--- config.mk ---
export PLATFORM = sky130hd
export DESIGN_NAME = bus_arbiter_flat
export DESIGN_NICKNAME = d
export VERILOG_FILES = /design/src/rtl/bus_arb_pkg.sv /design/src/rtl/bus_arbiter_if.sv /design/src/rtl/bus_arb_pick.sv /design/src/rtl/bus_arbiter.sv /design/src/flat_wrapper.sv
export SDC_FILE = /design/constraint.sdc
export NUM_CORES = 1
export LEC_CHECK = 0
export BUFFER_PORTS_ARGS = -buffer_cell sky130_fd_sc_hd__buf_4
export CORE_UTILIZATION = 25
export CTS_CLUSTER_DIAMETER = 60
export DETAILED_ROUTE_END_ITERATION = 12
export GPL_ROUTABILITY_DRIVEN = 0
export RECOVER_POWER = 100
export SETUP_SLACK_MARGIN = 0.3
export SYNTH_ARGS = -nofsm -noshare
export SYNTH_HDL_FRONTEND = slang
export SYNTH_SLANG_ARGS = --single-unit
--- constraint.sdc ---
create_clock -name clk -period 1.48 [get_ports clk]
set_input_delay 0.222 -clock clk [delete_from_list [all_inputs] [get_ports clk]]
set_output_delay 0.222 -clock clk [all_outputs]
set_load 0.05 [all_outputs]
--- src/rtl/bus_arb_pkg.sv ---
// Shared types and constants for the two-master memory bus arbiter.
// Imported by the interface, the winner picker and the arbiter top.
package bus_arb_pkg;

  localparam int NUM_MASTERS     = 2;
  localparam int TIMEOUT_DEFAULT = 15;
  localparam int ADDR_W          = 16;
  localparam int DATA_W          = 8;
  localparam int CNT_W           = 8;

  typedef enum logic [1:0] {
    ST_IDLE   = 2'd0,
    ST_ACCESS = 2'd1,
    ST_DONE   = 2'd2
  } state_t;

  typedef logic [0:0] master_idx_t;

  function automatic master_idx_t onehot_to_idx(input logic [NUM_MASTERS-1:0] oh);
    return master_idx_t'(oh[1]);
  endfunction

endpackage

--- src/rtl/bus_arbiter_if.sv ---
// Bus bundle between the two requesting masters, the arbiter and the memory.
// slave: arbiter view; master: view of the requesters plus the memory model.
interface bus_arbiter_if;
  import bus_arb_pkg::*;

  logic [NUM_MASTERS-1:0]        m_req;
  logic [NUM_MASTERS-1:0]        m_we;
  logic [NUM_MASTERS*ADDR_W-1:0] m_addr;
  logic [NUM_MASTERS*DATA_W-1:0] m_wdata;
  logic [NUM_MASTERS-1:0]        m_gnt;
  logic [NUM_MASTERS-1:0]        m_done;
  logic [DATA_W-1:0]             m_rdata;
  logic                          m_err;
  logic [ADDR_W-1:0]             mem_addr;
  logic [DATA_W-1:0]             mem_wdata;
  logic [DATA_W-1:0]             mem_rdata;
  logic                          mem_r;
  logic                          mem_w;
  logic                          mem_ready;

  modport slave (
    input  m_req, m_we, m_addr, m_wdata, mem_rdata, mem_ready,
    output m_gnt, m_done, m_rdata, m_err, mem_addr, mem_wdata, mem_r, mem_w
  );

  modport master (
    output m_req, m_we, m_addr, m_wdata, mem_rdata, mem_ready,
    input  m_gnt, m_done, m_rdata, m_err, mem_addr, mem_wdata, mem_r, mem_w
  );

endinterface

--- src/rtl/bus_arb_pick.sv ---
// One-hot winner selection among pending requests.
// BUS_ARB_ROUND_ROBIN_EN: alternate on contention; otherwise master 0 always wins.
module bus_arb_pick
  import bus_arb_pkg::*;
(
  input  logic [NUM_MASTERS-1:0] req,
  input  master_idx_t            last,
  output logic [NUM_MASTERS-1:0] winner
);

`ifdef BUS_ARB_ROUND_ROBIN_EN
  always_comb begin
    winner = '0;
    if (req == 2'b11) begin
      winner = (last == 1'b1) ? 2'b01 : 2'b10;
    end else begin
      winner = req;
    end
  end
`else
  logic unused_last;
  assign unused_last = ^last;

  always_comb begin
    winner = '0;
    if (req[0]) begin
      winner = 2'b01;
    end else if (req[1]) begin
      winner = 2'b10;
    end
  end
`endif

endmodule

--- src/rtl/bus_arbiter.sv ---
// Two-master single-port memory arbiter: IDLE -> ACCESS -> DONE, with ready timeout.
// Policy selected by BUS_ARB_ROUND_ROBIN_EN (defined: round-robin, else fixed priority).
module bus_arbiter
  import bus_arb_pkg::*;
#(
  parameter int TIMEOUT = TIMEOUT_DEFAULT
) (
  input logic          clk,
  input logic          reset,
  bus_arbiter_if.slave bus
);

  state_t                 state_q, state_n;
  logic [NUM_MASTERS-1:0] gnt_q, gnt_n;
  logic [NUM_MASTERS-1:0] done_q, done_n;
  logic [NUM_MASTERS-1:0] winner;
  logic                   err_q, err_n;
  logic                   rd_q, rd_n;
  logic                   wr_q, wr_n;
  logic [ADDR_W-1:0]      addr_q, addr_n;
  logic [DATA_W-1:0]      wdata_q, wdata_n;
  logic [DATA_W-1:0]      rdata_q, rdata_n;
  logic [CNT_W-1:0]       cnt_q, cnt_n;
  master_idx_t            win_idx;
  master_idx_t            last_q;

`ifdef BUS_ARB_ROUND_ROBIN_EN
  master_idx_t            last_n;
`else
  assign last_q = 1'b1;
`endif

  bus_arb_pick u_pick (
    .req    (bus.m_req),
    .last   (last_q),
    .winner (winner)
  );

  assign win_idx = onehot_to_idx(winner);

  always_comb begin
    state_n = state_q;
    gnt_n   = gnt_q;
    done_n  = '0;
    err_n   = 1'b0;
    rd_n    = rd_q;
    wr_n    = wr_q;
    addr_n  = addr_q;
    wdata_n = wdata_q;
    rdata_n = rdata_q;
    cnt_n   = cnt_q;
`ifdef BUS_ARB_ROUND_ROBIN_EN
    last_n  = last_q;
`endif
    case (state_q)
      ST_IDLE: begin
        if (|bus.m_req) begin
          state_n = ST_ACCESS;
          gnt_n   = winner;
          addr_n  = win_idx ? bus.m_addr[2*ADDR_W-1:ADDR_W] : bus.m_addr[ADDR_W-1:0];
          wdata_n = win_idx ? bus.m_wdata[2*DATA_W-1:DATA_W] : bus.m_wdata[DATA_W-1:0];
          rd_n    = ~bus.m_we[win_idx];
          wr_n    = bus.m_we[win_idx];
          cnt_n   = '0;
`ifdef BUS_ARB_ROUND_ROBIN_EN
          last_n  = win_idx;
`endif
        end
      end
      ST_ACCESS: begin
        // A ready arriving on the last allowed cycle still completes normally
        if (bus.mem_ready) begin
          state_n = ST_DONE;
          done_n  = gnt_q;
          rd_n    = 1'b0;
          wr_n    = 1'b0;
          if (rd_q) begin
            rdata_n = bus.mem_rdata;
          end
        end else if (cnt_q == CNT_W'(TIMEOUT - 1)) begin
          state_n = ST_DONE;
          done_n  = gnt_q;
          err_n   = 1'b1;
          rd_n    = 1'b0;
          wr_n    = 1'b0;
          rdata_n = {DATA_W{1'b1}};
        end else begin
          cnt_n = cnt_q + CNT_W'(1);
        end
      end
      ST_DONE: begin
        state_n = ST_IDLE;
        gnt_n   = '0;
      end
      default: begin
        state_n = ST_IDLE;
        gnt_n   = '0;
        rd_n    = 1'b0;
        wr_n    = 1'b0;
      end
    endcase
  end

  always_ff @(posedge clk or negedge reset) begin
    if (!reset) begin
      state_q <= ST_IDLE;
      gnt_q   <= '0;
      done_q  <= '0;
      err_q   <= 1'b0;
      rd_q    <= 1'b0;
      wr_q    <= 1'b0;
      addr_q  <= '0;
      wdata_q <= '0;
      rdata_q <= '0;
      cnt_q   <= '0;
    end else begin
      state_q <= state_n;
      gnt_q   <= gnt_n;
      done_q  <= done_n;
      err_q   <= err_n;
      rd_q    <= rd_n;
      wr_q    <= wr_n;
      addr_q  <= addr_n;
      wdata_q <= wdata_n;
      rdata_q <= rdata_n;
      cnt_q   <= cnt_n;
    end
  end

`ifdef BUS_ARB_ROUND_ROBIN_EN
  always_ff @(posedge clk or negedge reset) begin
    if (!reset) begin
      last_q <= 1'b1;
    end else begin
      last_q <= last_n;
    end
  end
`endif

  assign bus.m_gnt     = gnt_q;
  assign bus.m_done    = done_q;
  assign bus.m_err     = err_q;
  assign bus.m_rdata   = rdata_q;
  assign bus.mem_addr  = addr_q;
  assign bus.mem_wdata = wdata_q;
  assign bus.mem_r     = rd_q;
  assign bus.mem_w     = wr_q;

endmodule

--- src/flat_wrapper.sv ---
// flat-port wrapper written by rule: the top's interface ports become plain ports
module bus_arbiter_flat import bus_arb_pkg::*;
#(
  parameter int TIMEOUT = TIMEOUT_DEFAULT
)
  (clk, reset, bus_m_req, bus_m_we, bus_m_addr, bus_m_wdata, bus_mem_rdata, bus_mem_ready, bus_m_gnt, bus_m_done, bus_m_rdata, bus_m_err, bus_mem_addr, bus_mem_wdata, bus_mem_r, bus_mem_w);
  bus_arbiter_if bus_i ();
  input logic clk;
  input logic reset;
  input wire logic [$bits(bus_i.m_req)-1:0] bus_m_req;
  input wire logic [$bits(bus_i.m_we)-1:0] bus_m_we;
  input wire logic [$bits(bus_i.m_addr)-1:0] bus_m_addr;
  input wire logic [$bits(bus_i.m_wdata)-1:0] bus_m_wdata;
  input wire logic [$bits(bus_i.mem_rdata)-1:0] bus_mem_rdata;
  input wire logic [$bits(bus_i.mem_ready)-1:0] bus_mem_ready;
  output wire logic [$bits(bus_i.m_gnt)-1:0] bus_m_gnt;
  output wire logic [$bits(bus_i.m_done)-1:0] bus_m_done;
  output wire logic [$bits(bus_i.m_rdata)-1:0] bus_m_rdata;
  output wire logic [$bits(bus_i.m_err)-1:0] bus_m_err;
  output wire logic [$bits(bus_i.mem_addr)-1:0] bus_mem_addr;
  output wire logic [$bits(bus_i.mem_wdata)-1:0] bus_mem_wdata;
  output wire logic [$bits(bus_i.mem_r)-1:0] bus_mem_r;
  output wire logic [$bits(bus_i.mem_w)-1:0] bus_mem_w;
  assign bus_i.m_req = bus_m_req;
  assign bus_i.m_we = bus_m_we;
  assign bus_i.m_addr = bus_m_addr;
  assign bus_i.m_wdata = bus_m_wdata;
  assign bus_i.mem_rdata = bus_mem_rdata;
  assign bus_i.mem_ready = bus_mem_ready;
  assign bus_m_gnt = bus_i.m_gnt;
  assign bus_m_done = bus_i.m_done;
  assign bus_m_rdata = bus_i.m_rdata;
  assign bus_m_err = bus_i.m_err;
  assign bus_mem_addr = bus_i.mem_addr;
  assign bus_mem_wdata = bus_i.mem_wdata;
  assign bus_mem_r = bus_i.mem_r;
  assign bus_mem_w = bus_i.mem_w;
  bus_arbiter #(.TIMEOUT(TIMEOUT)) u_core (.clk(clk), .reset(reset), .bus(bus_i));
endmodule
## Yosys cells after proc, flatten, opt, wreduce, memory -nomap -nowiden

Cells that the tools add are included.

- Register bits after elaboration: 49
- Output and inout bits: 39

- Magnitude comparators: 1
- Reductions and logical operators: 10
- Add/subtract/negate cells: 1
- Bitwise logic cells: 3
- Eq/ne operators: 8
- Muxes and demuxes: 31

Operators with widths:

| operator | number |
|---|---|
| $mux 8 | 7 |
| $mux 2 | 9 |
| $mux 16 | 1 |
| $pmux 8 s2 | 1 |
| $mux 1 | 9 |
| $add 8x1->8 const B | 1 |
| $eq 8x4->1 const B | 1 |
| $pmux 2 s2 | 2 |
| $pmux 1 s3 | 2 |
| $reduce_and 2->1 | 3 |
| $reduce_and 3->1 | 2 |
| $ne 2x1->1 const B | 2 |
| $ne 2x2->1 const B | 2 |
| $reduce_and 4->1 | 1 |
| $reduce_bool 2->1 | 2 |
| $ne 3x2->1 const B | 1 |
| $not 1->1 | 3 |
| $eq 2x1->1 const B | 1 |
| $eq 2x2->1 const B | 1 |
| $logic_not 2->1 | 1 |
| $lt 1x2->1 const B | 1 |
| $reduce_or 2->1 | 1 |

## Depth between registers and ports, before layout

Gate-level depths: netlist of the first run.

- Word-level depth: 7
- Depth in mapped cells: 7

## Hierarchy

Synthesis of the first run repeated with hierarchy kept, for this count alone.

- Cells, all modules: 246
- Area total of the unflattened synthesis: 2424.8 sq um

Modules (own cells, without submodules):

| module | seq. area each (sq um) | area each (sq um) | instances | cells each |
|---|---|---|---|---|
| bus_arbiter | 1226.2 | 2403.6 | 1 | 244 |
| bus_arb_pick | 0.0 | 21.3 | 1 | 2 |

## Worst setup path after synthesis of the first run

No wires, ideal clock.

- Path kind: register to register
- From: register u_core.cnt_q[0]
- To: register u_core.cnt_q[1]
- Setup time: 0.125 ns
- Buffers on the path: 0
- Period minus slack after synthesis: 1.606 ns
- Data arrival time: 1.480 ns
- Stages on the path, launching flop included: 8
- Setup slack: -0.126 ns
- Cell sequence: dfrtp_1 inv_1 ha_1 nor3b_4 nand2_2 o22ai_4 inv_2 mux2_4

- Cells in the longest elaborated chain, start to end: 4

Ends and longest elaborated chain:

| item | line | RTL |
|---|---|---|
| start, declared | bus_arbiter.sv:23 | `logic [CNT_W-1:0] cnt_q, cnt_n;` |
| start signal, assigned | bus_arbiter.sv:126 | `cnt_q <= cnt_n;` |
| $add 8x1->8 | bus_arbiter.sv:88 | `cnt_n = cnt_q + CNT_W'(1);` |
| $mux 8 | bus_arbiter.sv:80 | `end else if (cnt_q == CNT_W'(TIMEOUT - 1)) begin` |
| $mux 8 | bus_arbiter.sv:72 | `if (bus.mem_ready) begin` |
| $pmux 8 s2 | bus_arbiter.sv:55 | `case (state_q)` |

Several ways; a longest one is shown, not always the timed one. The select of a mux whose other input is x is not followed.
A chain may end at the register's enable or synchronous reset.

## Worst setup path in the final report of the first run

Same ends and word-level chain as after synthesis.

==> key figures, run 1 <==
Outcome
  – Outcome: finished, violations left
  – Failing checks: negative setup slack

Worst setup path
  – Critical path's most frequent cell: inv_2
  – Family with the most delay on the worst path: flip-flops
  – WP data required: 1.68 ns
  – Worst Path Buf+Inv: 2
  – Worst Path Arrival: ~1.8 ns
  – Crit. End Element: flop
  – CP Cell Sequence: inv_2 -> ha_4 -> nor3b_4 -> nand2_2 -> o22ai_4 -> inv_2 -> mux2_4
  – Worst r2r src: u_core.cnt_q[0]
  – Worst setup path start: u_core.cnt_q[0]
  – Critical-path top delay cell: dfrtp_1
  – CP Max Fanout: 3
  – Critical Path Source Type: flop
  – CP peak stage delay: 0.40 ns
  – Worst Path Class, Setup: flop to flop

Pwr
  – Switching share of power: 0.506
  – VDD IR max: 0.993 mV
  – Combinational share of power: 0.616
  – Internal power: 3.97 mW
  – Clk pwr share: 0.101
  – Net Sw Power: 4.07 mW
  – P per Cell Area: 2110 mW/mm2
  – LEAKAGE: 1.95 nW
  – Reg power frac: 0.282

Synth
  – EDFF count, synth: 0
  – Top area cells in the synthesized netlist: dfrtp_1 52%, mux2i_1 10%, o21ai_0 6.4%
  – Post-Syn Instances: 219
  – Register area share after synthesis: 0.522
  – Distinct cells, synth: 44
  – #FFs+latches synth: 49
  – Syn Area/Cell: 10.7 um2
  – Post-synth top area share: 0.522
  – Synth warnings: 0
  – Mapped Nets: 284
  – Top-count cell post-synth: dfrtp_1
  – Dominant synthesized flop cell: dfrtp_1
  – Yosys top cell by area: dfrtp_1
  – Synthesized area: 0.00235 mm2
  – Async SR Flop Fraction: 1.00
  – Synth cell count leaders: 49 x dfrtp_1, 30 x nand2_1, 30 x o21ai_0, 24 x mux2i_1

STA
  – Fmax: 622 MHz
  – Final Hold Fails: 0
  – Relative slew slack: 0.477
  – RSZ-0062 raised after global routing: yes
  – Post-Route Skew: 0.0136 ns
  – Fin crit share: 1.09
  – Final slew viol count: 0
  – Final min period: 1.61 ns
  – Number of setup violations in the final report: 13
  – Final setup margin: -0.127 ns
  – Worst Tran Pin Value: 0.785 ns
  – Hold slack: between 0.15 and 0.2 ns

Die
  – Die W: 98.9 um
  – I/O pin cnt: slightly above 100
  – Full die area: just under 0.01 mm2
  – Rows: 35
  – Core Footprint: between 0.009 and 0.01 mm2
  – Die Height: around 100 um
  – Initial Util: 0.257

Worst hold path
  – Hold crit path type: input port to flop
  – Origin of the worst min-delay path: bus_m_addr[20]

Layout
  – Share of cells above drive strength 1: 0.561
  – Multi-input logic area: 0.00127 mm2
  – Diode count: 0
  – Area grow syn2layout: 62.1%
  – Post-route design area: 0.00381 mm2
  – Final nets: approximately 440
  – FILL cells: 908
  – Register area: 0.00123 mm2

Detailed routing
  – Vias: between 2000 and 2500
  – Antenna Nets Post-Route: 0
  – DRC errors left: 0
  – DR iter-0 viols: 100
  – DR pass1 iterations: 4
  – Via density: 4.77
  – WL/cell: 15.2 um
  – Final Routed Wirelength: 7.33 mm

Global routing
  – Vias in the first global route: ~2400
  – Pin count of the biggest net entering global routing: 31
  – Global-route usage over all layers: 0.149
  – Initial antenna violation count: 0
  – Global-route wire length before repair: 11.5 mm
  – Total grt overflow: 0

Clocking
  – H-tree lvl count: 2
  – Worst-path clk slew: around 0.10 ns
  – Clock Latency Late Sink: around 0.31 ns
  – CTS Root Cell: clkbuf_8
  – Clock Sink Count: 49
  – CTS tree: done
  – CTS Buf Count: 5
  – Clock Tree Buf Depth: 2

Run
  – Max cap viols: 0

Placement
  – Post-Place Cell Area: 0.00340 mm2
  – Number of port buffers: just over 100
  – Hpwl dp: roughly 4.5 mm
tightest hold or removal path: cells and delay by family:
family          cells  cell delay [ns]
compound gates      1             0.10
mux                 1             0.05
buf+inv             1             0.07
registers in the layout, summed over array words and instances, names as in the netlist:
| name | count |
|---|---|
| u_core.bus.m_rdata | 8 |
| u_core.bus.m_err | 1 |
| u_core.bus.mem_addr | 16 |
| u_core.bus.m_done | 2 |
| u_core.cnt_q | 8 |
| u_core.bus.mem_w | 1 |
| u_core.bus.mem_r | 1 |
| u_core.bus.mem_wdata | 8 |
| u_core.state_q | 2 |
| u_core.bus.m_gnt | 2 |
cell usage in the layout (no fill, tap or decap), drive strengths merged, types with 2 or more instances in the layout:
master | synthesis | final
nand4 | 2 | 2
a211o | 2 | 2
clkbuf | 5 | 49
buf | 7 | 105
ha | 2 | 2
nor3b | 2 | 2
mux2 | 2 | 2
mux2i | 24 | 24
nand3 | 2 | 2
nand2b | 3 | 3
or2 | 1 | 8
nor3 | 4 | 4
o22ai | 9 | 9
a21oi | 3 | 3
o21ai | 31 | 31
inv | 5 | 6
and3 | 3 | 3
nor2 | 6 | 6
nand3b | 2 | 2
dfrtp | 49 | 49
nand2 | 31 | 31
a2bb2oi | 8 | 8
nor2b | 2 | 2
cell type report:
cell class,instances,share of cell area
Clock buffer,6,0.0191
Clock inverter,2,0.00362
Inverter,5,0.00493
Multi-Input combinational cell,160,0.333
Sequential cell,49,0.322
Tap cell,111,0.0365
Timing Repair Buffer,149,0.280
worst paths after layout:
path / slack (ns) / to / cells after the start
setup / recovery: -0.13 / u_core.cnt_q[1] / 7
hold / removal: 0.18 / u_core.bus.mem_addr[4] / 3
setup reg to reg: -0.13 / u_core.cnt_q[1] / 7
hold reg to reg: 0.50 / u_core.bus.mem_addr[3] / 2
max in group asynchronous: 0.24 / u_core.bus.m_gnt[0] / 3
min in group asynchronous: 0.52 / u_core.bus.mem_addr[3] / 2
stage by stage:
step	worst slack, ns	util	std cells	power, mW	setup TNS (ns)
3_5_place_dp	-0.132	0.372	444	6.61	-0.736
6_report	-0.127	0.416	482	8.04	-0.696
4_1_cts	-0.106	0.412	475	8.05	-0.441
5_1_grt	-0.174	0.416	482	8.49	-1.97
2_1_floorplan	-0.110	-	219	5.20	-0.227
3_3_place_gp	-0.0926	0.372	444	6.54	-0.360
routing by layer:
| metal | global-route usage | routed length, um | up-vias |
|---|---|---|---|
| li1 | - | - | 1098 |
| met1 | 0.173 | 3010 | 1103 |
| met2 | 0.280 | 3820 | 89 |
| met3 | 0.0305 | 413 | 9 |
| met4 | 0.0333 | 83 | 0 |
| met5 | 0 | 0 | - |
cell families (layout without fill, tap and decap cells):
family	count (synthesis)	count (layout)	share of synthesized area
fa+ha+maj	2	2	0.0107
compound gates	61	61	0.170
flops	49	49	0.522
simple gates	63	70	0.148
mux	26	26	0.113
buf+inv	17	162	0.0320
xor+xnor	1	1	0.00373
power by group through the flow:
stage	logic (mW)	registers, mW	clock network [mW]
after global routing	5.25	2.34	0.909
after global placement	4.27	2.27	0
after detailed placement	4.31	2.30	0
after floorplan	1.29	3.91	0
after CTS	4.96	2.26	0.834
final	4.95	2.27	0.814
repair_timing:
item / CTS / global route
hold buffers: 1 / 0
gates resized for setup: 28 / 34
endpoints found under the hold margin: 27 / 0
setup buffers: 15 / 7
setup endpoints to repair: 48 / 53
pin swaps: 16 / 33
gates cloned: 7 / 0
(Power assumes the default switching activity.)
==> run 2: changes to the inputs <==
- CTS_BUF_LIST: unset -> sky130_fd_sc_hd__clkbuf_16
==> key figures, run 2 (synthesized netlist as in run 1, its figures left out) <==
Layout
  – Max reg flops: 16 (unchanged)
  – Non-filler cells, final: 481 (was 482)
  – Final nets: 434 (was 435)
  – Diode count: 0 (unchanged)
  – Most frequent cells in the layout: 95 x buf_4, 49 x dfrtp_1, 42 x clkbuf_2 (was 97 x buf_4, 48 x dfrtp_1, 42 x clkbuf_2)
  – Share of cells above drive strength 1: 0.605 (was 0.561)
  – Commonest non-fill, non-tap cell in the layout: buf_4 (unchanged)
  – Area grow syn2layout: 65.7% (was 62.1%)
  – Post-route design area: 0.00389 mm2 (was 0.00381 mm2)

STA
  – Final min period: 1.58 ns (was 1.61 ns)
  – Number of setup violations in the final report: 17 (was 13)
  – Hold slack: 0.200 ns (was 0.178 ns)
  – Fin crit share: 1.07 (was 1.09)
  – Final setup margin: -0.102 ns (was -0.127 ns)
  – Final Hold Fails: 0 (unchanged)
  – Post-Route Skew: 0.00970 ns (was 0.0136 ns)
  – Relative slew slack: 0.476 (was 0.477)
  – Setup TNS: -0.693 ns (was -0.696 ns)
  – Worst Tran Pin Value: 0.786 ns (was 0.785 ns)
  – RSZ-0062 raised after global routing: yes (unchanged)
  – Fmax: 632 MHz (was 622 MHz)
  – Final slew viol count: 0 (unchanged)

Clocking
  – CTS tree: done (unchanged)
  – H-tree lvl count: 2 (unchanged)
  – Clock Tree Buf Depth: 2 (unchanged)
  – Clock Sink Count: 49 (unchanged)
  – CTS Buf Count: 5 (unchanged)
  – Worst-path clk slew: 0.07 ns (was 0.10 ns)
  – Clock Latency Late Sink: 0.29 ns (was 0.31 ns)
  – CTS Root Cell: clkbuf_16 (was clkbuf_8)

Pwr
  – Combinational share of power: 0.593 (was 0.616)
  – Reg power frac: 0.272 (was 0.282)
  – Clk pwr share: 0.135 (was 0.101)
  – Internal power: 4.24 mW (was 3.97 mW)
  – Net Sw Power: 4.16 mW (was 4.07 mW)
  – P per Cell Area: 2160 mW/mm2 (was 2110 mW/mm2)
  – LEAKAGE: 1.98 nW (was 1.95 nW)
  – Power Total: 8.40 mW (was 8.04 mW)
  – Switching share of power: 0.495 (was 0.506)
  – VDD IR max: 0.972 mV (was 0.993 mV)

Outcome
  – Failing checks: negative setup slack (unchanged)
  – Outcome: finished, violations left (unchanged)

Placement
  – Placed cells: 444 (unchanged)
  – Post-Place Cell Area: 0.00340 mm2 (unchanged)
  – Number of port buffers: 101 (unchanged)
  – Hpwl dp: 4.49 mm (unchanged)

Global routing
  – Vias in the first global route: 2321 (was 2353)
  – Total grt overflow: 0 (unchanged)
  – Initial antenna violation count: 0 (unchanged)
  – Pin count of the biggest net entering global routing: 31 (unchanged)
  – Global-route wire length before repair: 11.3 mm (was 11.5 mm)
  – Global-route usage over all layers: 0.147 (was 0.149)

Worst setup path
  – Critical Path Source Type: flop (unchanged)
  – Reg2reg path depth: 7 (unchanged)
  – Critical-path top delay cell: dfrtp_1 (unchanged)
  – Worst Path Arrival: 1.76 ns (was 1.81 ns)
  – Worst Path Class, Setup: flop to flop (unchanged)
  – CP peak stage delay: 0.39 ns (was 0.40 ns)
  – Crit. End Element: flop (unchanged)
  – CP Cell Sequence: inv_2 -> ha_4 -> nor3b_4 -> nand2_2 -> o22ai_4 -> inv_2 -> mux2_4 (unchanged)
  – Critical path's most frequent cell: inv_2 (unchanged)
  – WP data required: 1.66 ns (was 1.68 ns)
  – Family with the most delay on the worst path: flip-flops (unchanged)
  – CP Max Fanout: 3 (unchanged)
  – Worst Path Buf+Inv: 2 (unchanged)
  – Critical path depth: 7 (unchanged)

Die
  – Initial Util: 0.257 (unchanged)
  – Core Footprint: 0.00915 mm2 (unchanged)
  – Full die area: 0.00979 mm2 (unchanged)
  – Die Height: 98.9 um (unchanged)
  – Die W: 98.9 um (unchanged)
  – I/O pin cnt: 102 (unchanged)
  – Rows: 35 (unchanged)

Detailed routing
  – Final Routed Wirelength: 7.33 mm (about the same)
  – DR pass1 iterations: 4 (unchanged)
  – WL/cell: 15.2 um (about the same)
  – Vias: 2277 (was 2299)
  – Via density: 4.73 (was 4.77)
  – DR iter-0 viols: 99 (was 100)
  – Antenna Nets Post-Route: 0 (unchanged)
  – DRC errors left: 0 (unchanged)

Worst hold path
  – Hold crit path type: input port to flop (unchanged)
  – Hold depth: 3 (unchanged)

Run
  – Max cap viols: 0 (unchanged)
-- run 2: layout make-up --
type / instances / area [um2]
Timing Repair Buffer: 148 / 1030
Multi-Input combinational cell: 160 / 1330
Clock buffer: 5 / 125
Inverter: 5 / 18.8
Tap cell: 111 / 139
Fill cell: 892 / 5260
Clock inverter: 3 / 17.5
Sequential cell: 49 / 1230
-- run 2: what timing repair did --
action / 4_1_cts / 5_1_grt
resized for setup: 31 / 46
setup endpoints to repair: 48 / 48
hold buffers: 1 / 0
buffers inserted: 14 / 7
hold endpoints to repair: 27 / 0
gates cloned: 7 / 0
pin swaps: 35 / 26
-- run 2: tightest hold or removal path, cell delays in order --
cell,delay [ns]
buf_4,0.07
mux2i_1,0.05
o21ai_1,0.10
-- run 2: power by group through the flow --
stage | Clock [mW] | Sequential, mW | Combinational [mW]
final | 1.13 | 2.29 | 4.98
after global routing | 1.24 | 2.35 | 5.27
after CTS | 1.16 | 2.27 | 4.93
after detailed placement | 0 | 2.30 | 4.31
after global placement | 0 | 2.27 | 4.27
after floorplan | 0 | 3.91 | 1.29
-- run 2: per-layer routing --
metal  track usage  vias to the layer above  share of wire  wire length [um]
met5             0                        -              0                 0
met4        0.0367                        0          0.011                80
met3        0.0312                        8          0.052               380
met2         0.271                       81           0.53              3880
met1         0.171                     1093           0.41              2990
li1              -                     1095              -                 -
-- run 2: path summary, 6_finish.rpt --
kind | from | slack (ns) | end
min reg2reg | u_core.bus.mem_addr[2] | 0.48 | u_core.bus.mem_addr[2]
max reg2reg | u_core.cnt_q[0] | -0.10 | u_core.cnt_q[1]
min in group asynchronous | reset | 0.55 | u_core.bus.mem_addr[3]
max | u_core.cnt_q[0] | -0.10 | u_core.cnt_q[1]
min | bus_m_addr[20] | 0.20 | u_core.bus.mem_addr[4]
max in group asynchronous | reset | 0.21 | u_core.cnt_q[3]
-- run 2: through the flow --
step	util	setup slack (ns)
floorplan	-	-0.110
global placement	0.372	-0.0926
detailed placement	0.372	-0.132
global route	0.425	-0.170
CTS	0.416	-0.103
finish	0.425	-0.102
==> run 3: changes to the inputs <==
- GPL_TIMING_DRIVEN: unset -> 0
- clock period: 1.48 -> 1.64 ns (I/O delays scaled with it)
==> key figures, run 3 (synthesized netlist as in run 1, its figures left out) <==
Detailed routing
  – Final Routed Wirelength: 6.67 mm (was 7.33 mm)
  – WL/cell: 14.4 um (was 15.2 um)
  – Vias: 2197 (was 2277)
  – DRC errors left: 0 (unchanged)
  – Via density: 4.73 (about the same)
  – Antenna Nets Post-Route: 0 (unchanged)
  – DR iter-0 viols: 54 (was 99)
  – DR pass1 iterations: 4 (unchanged)

STA
  – Final min period: 1.60 ns (was 1.58 ns)
  – Final setup margin: 0.0374 ns (was -0.102 ns)
  – Relative slew slack: 0.172 (was 0.476)
  – Post-Route Skew: 0.00644 ns (was 0.00970 ns)
  – Fmax: 624 MHz (was 632 MHz)
  – Worst Tran Pin Value: 1.24 ns (was 0.786 ns)
  – Number of setup violations in the final report: 0 (was 17)
  – Final slew viol count: 0 (unchanged)
  – Final Hold Fails: 0 (unchanged)
  – Fin crit share: 0.977 (was 1.07)
  – RSZ-0062 raised after global routing: yes (unchanged)

Worst setup path
  – CP Cell Sequence: inv_2 -> ha_4 -> nor3b_4 -> nand2_2 -> o22ai_4 -> inv_2 -> mux2_4 (unchanged)
  – Critical-path top delay cell: dfrtp_1 (unchanged)
  – Worst R2R Setup Slack: 0.04 ns (was -0.10 ns)
  – Reg2reg path depth: 7 (unchanged)
  – Worst r2r src: u_core.cnt_q[0] (unchanged)
  – CP Max Fanout: 3 (unchanged)
  – Worst Path Class, Setup: flop to flop (unchanged)
  – Reg-to-Reg End: u_core.cnt_q[1] (unchanged)
  – WP data required: 1.81 ns (was 1.66 ns)
  – Critical Path Source Type: flop (unchanged)
  – Critical path's most frequent cell: inv_2 (unchanged)
  – Worst Path Arrival: 1.77 ns (was 1.76 ns)
  – CP peak stage delay: 0.39 ns (about the same)
  – Crit. End Element: flop (unchanged)

Pwr
  – VDD IR max: 1.11 mV (was 0.972 mV)
  – LEAKAGE: 1.82 nW (was 1.98 nW)
  – Power Total: 7.45 mW (was 8.40 mW)
  – P per Cell Area: 1960 mW/mm2 (was 2160 mW/mm2)

Clocking
  – Clock Latency Late Sink: 0.29 ns (about the same)
  – H-tree lvl count: 2 (unchanged)
  – CTS Root Cell: clkbuf_16 (unchanged)
  – CTS tree: done (unchanged)
  – Worst-path clk slew: 0.06 ns (was 0.07 ns)
  – Clock Sink Count: 49 (unchanged)
  – Clock Tree Buf Depth: 2 (unchanged)
  – CTS Buf Count: 5 (unchanged)

Die
  – Die W: 98.9 um (unchanged)
  – Core Footprint: 0.00915 mm2 (unchanged)
  – Rows: 35 (unchanged)
  – Full die area: 0.00979 mm2 (unchanged)
  – Die Height: 98.9 um (unchanged)
  – Initial Util: 0.257 (unchanged)
  – I/O pin cnt: 102 (unchanged)

Layout
  – Max reg flops: 16 (unchanged)
  – Post-route design area: 0.00379 mm2 (was 0.00389 mm2)
  – Most frequent cells in the layout: 78 x buf_4, 48 x dfrtp_1, 41 x clkbuf_1 (was 95 x buf_4, 49 x dfrtp_1, 42 x clkbuf_2)
  – Final nets: 417 (was 434)
  – FILL cells: 944 (was 892)
  – Share of cells above drive strength 1: 0.450 (was 0.605)
  – Area grow syn2layout: 61.5% (was 65.7%)
  – Commonest non-fill, non-tap cell in the layout: buf_4 (unchanged)
  – Diode count: 0 (unchanged)

Placement
  – Hpwl dp: 4.28 mm (was 4.49 mm)
  – Post-Place Cell Area: 0.00327 mm2 (was 0.00340 mm2)
  – Number of port buffers: 101 (unchanged)
  – Place WS: -0.0824 ns (was -0.132 ns)

Global routing
  – Global-route wire length before repair: 11.0 mm (was 11.3 mm)
  – Initial antenna violation count: 0 (unchanged)
  – Pin count of the biggest net entering global routing: 50 (was 31)
  – Vias in the first global route: 2213 (was 2321)
  – Total grt overflow: 0 (unchanged)
  – Global-route usage over all layers: 0.139 (was 0.147)

Run
  – Max cap viols: 0 (unchanged)

Worst hold path
  – Hold crit path type: input port to async pin (was input port to flop)

Outcome
  – Outcome: finished clean (was finished, violations left)
-- run 3: worst max-delay path by stage --
stage / from / cells past startpoint / to
floorplan: u_core.cnt_q[0] / 7 / u_core.cnt_q[1]
global placement: u_core.cnt_q[0] / 7 / u_core.cnt_q[1]
detailed placement: u_core.cnt_q[0] / 7 / u_core.cnt_q[1]
CTS: u_core.cnt_q[0] / 7 / u_core.cnt_q[1]
global route: u_core.cnt_q[0] / 7 / u_core.cnt_q[1]
finish: u_core.cnt_q[0] / 7 / u_core.cnt_q[1]
-- run 3: metrics by stage --
stage | hold slack [ns] | std cells | util | setup TNS, ns
CTS | 0.00985 | 462 | 0.427 | 0
floorplan | -0.0496 | 219 | - | 0
detailed placement | 0.316 | 431 | 0.357 | -0.451
global route | 0.239 | 464 | 0.414 | -0.0951
global placement | 0.308 | 431 | 0.357 | -0.271
finish | 0.221 | 464 | 0.414 | 0
-- run 3: layout make-up --
class                   count  area (um2)  share of cell area
flip-flops and latches     49        1230               0.324
plain buffers              12         114              0.0300
clock inverters             3        15.0             0.00396
inverters                   5        18.8             0.00495
repair buffers            126         868               0.229
well taps                 111         139              0.0366
clock buffers               5         125              0.0330
multi-input cells         153        1290               0.339
-- run 3: routing by layer --
layer  GRT usage  vias to the layer above  wire length (um)
li1            -                     1055                 -
met1       0.177                     1070              2870
met2       0.239                       67              3390
met3      0.0326                        5               369
met4      0.0321                        0                40
met5           0                        -                 0
-- run 3: critical path: cells and delay by family, from the launching register on --
kind            cells  cell delay [ns]
flops               1             0.39
mux                 1             0.30
fa+ha+maj           1             0.12
simple gates        2             0.35
compound gates      1             0.17
buf+inv             2             0.15
-- run 3: what timing repair did --
item                                    CTS  global route
pin swaps                                33             8
cloned                                    3             0
endpoints found under the setup margin   45            47
hold buffers                              0             0
resized for setup                        82            28
buffers inserted                         20             2
-- run 3: report_power, final --
| group | switching, mW | internal, mW |
|---|---|---|
| sequential | 0.365 | 1.70 |
| combinational | 2.88 | 1.52 |
| clock | 0.433 | 0.554 |
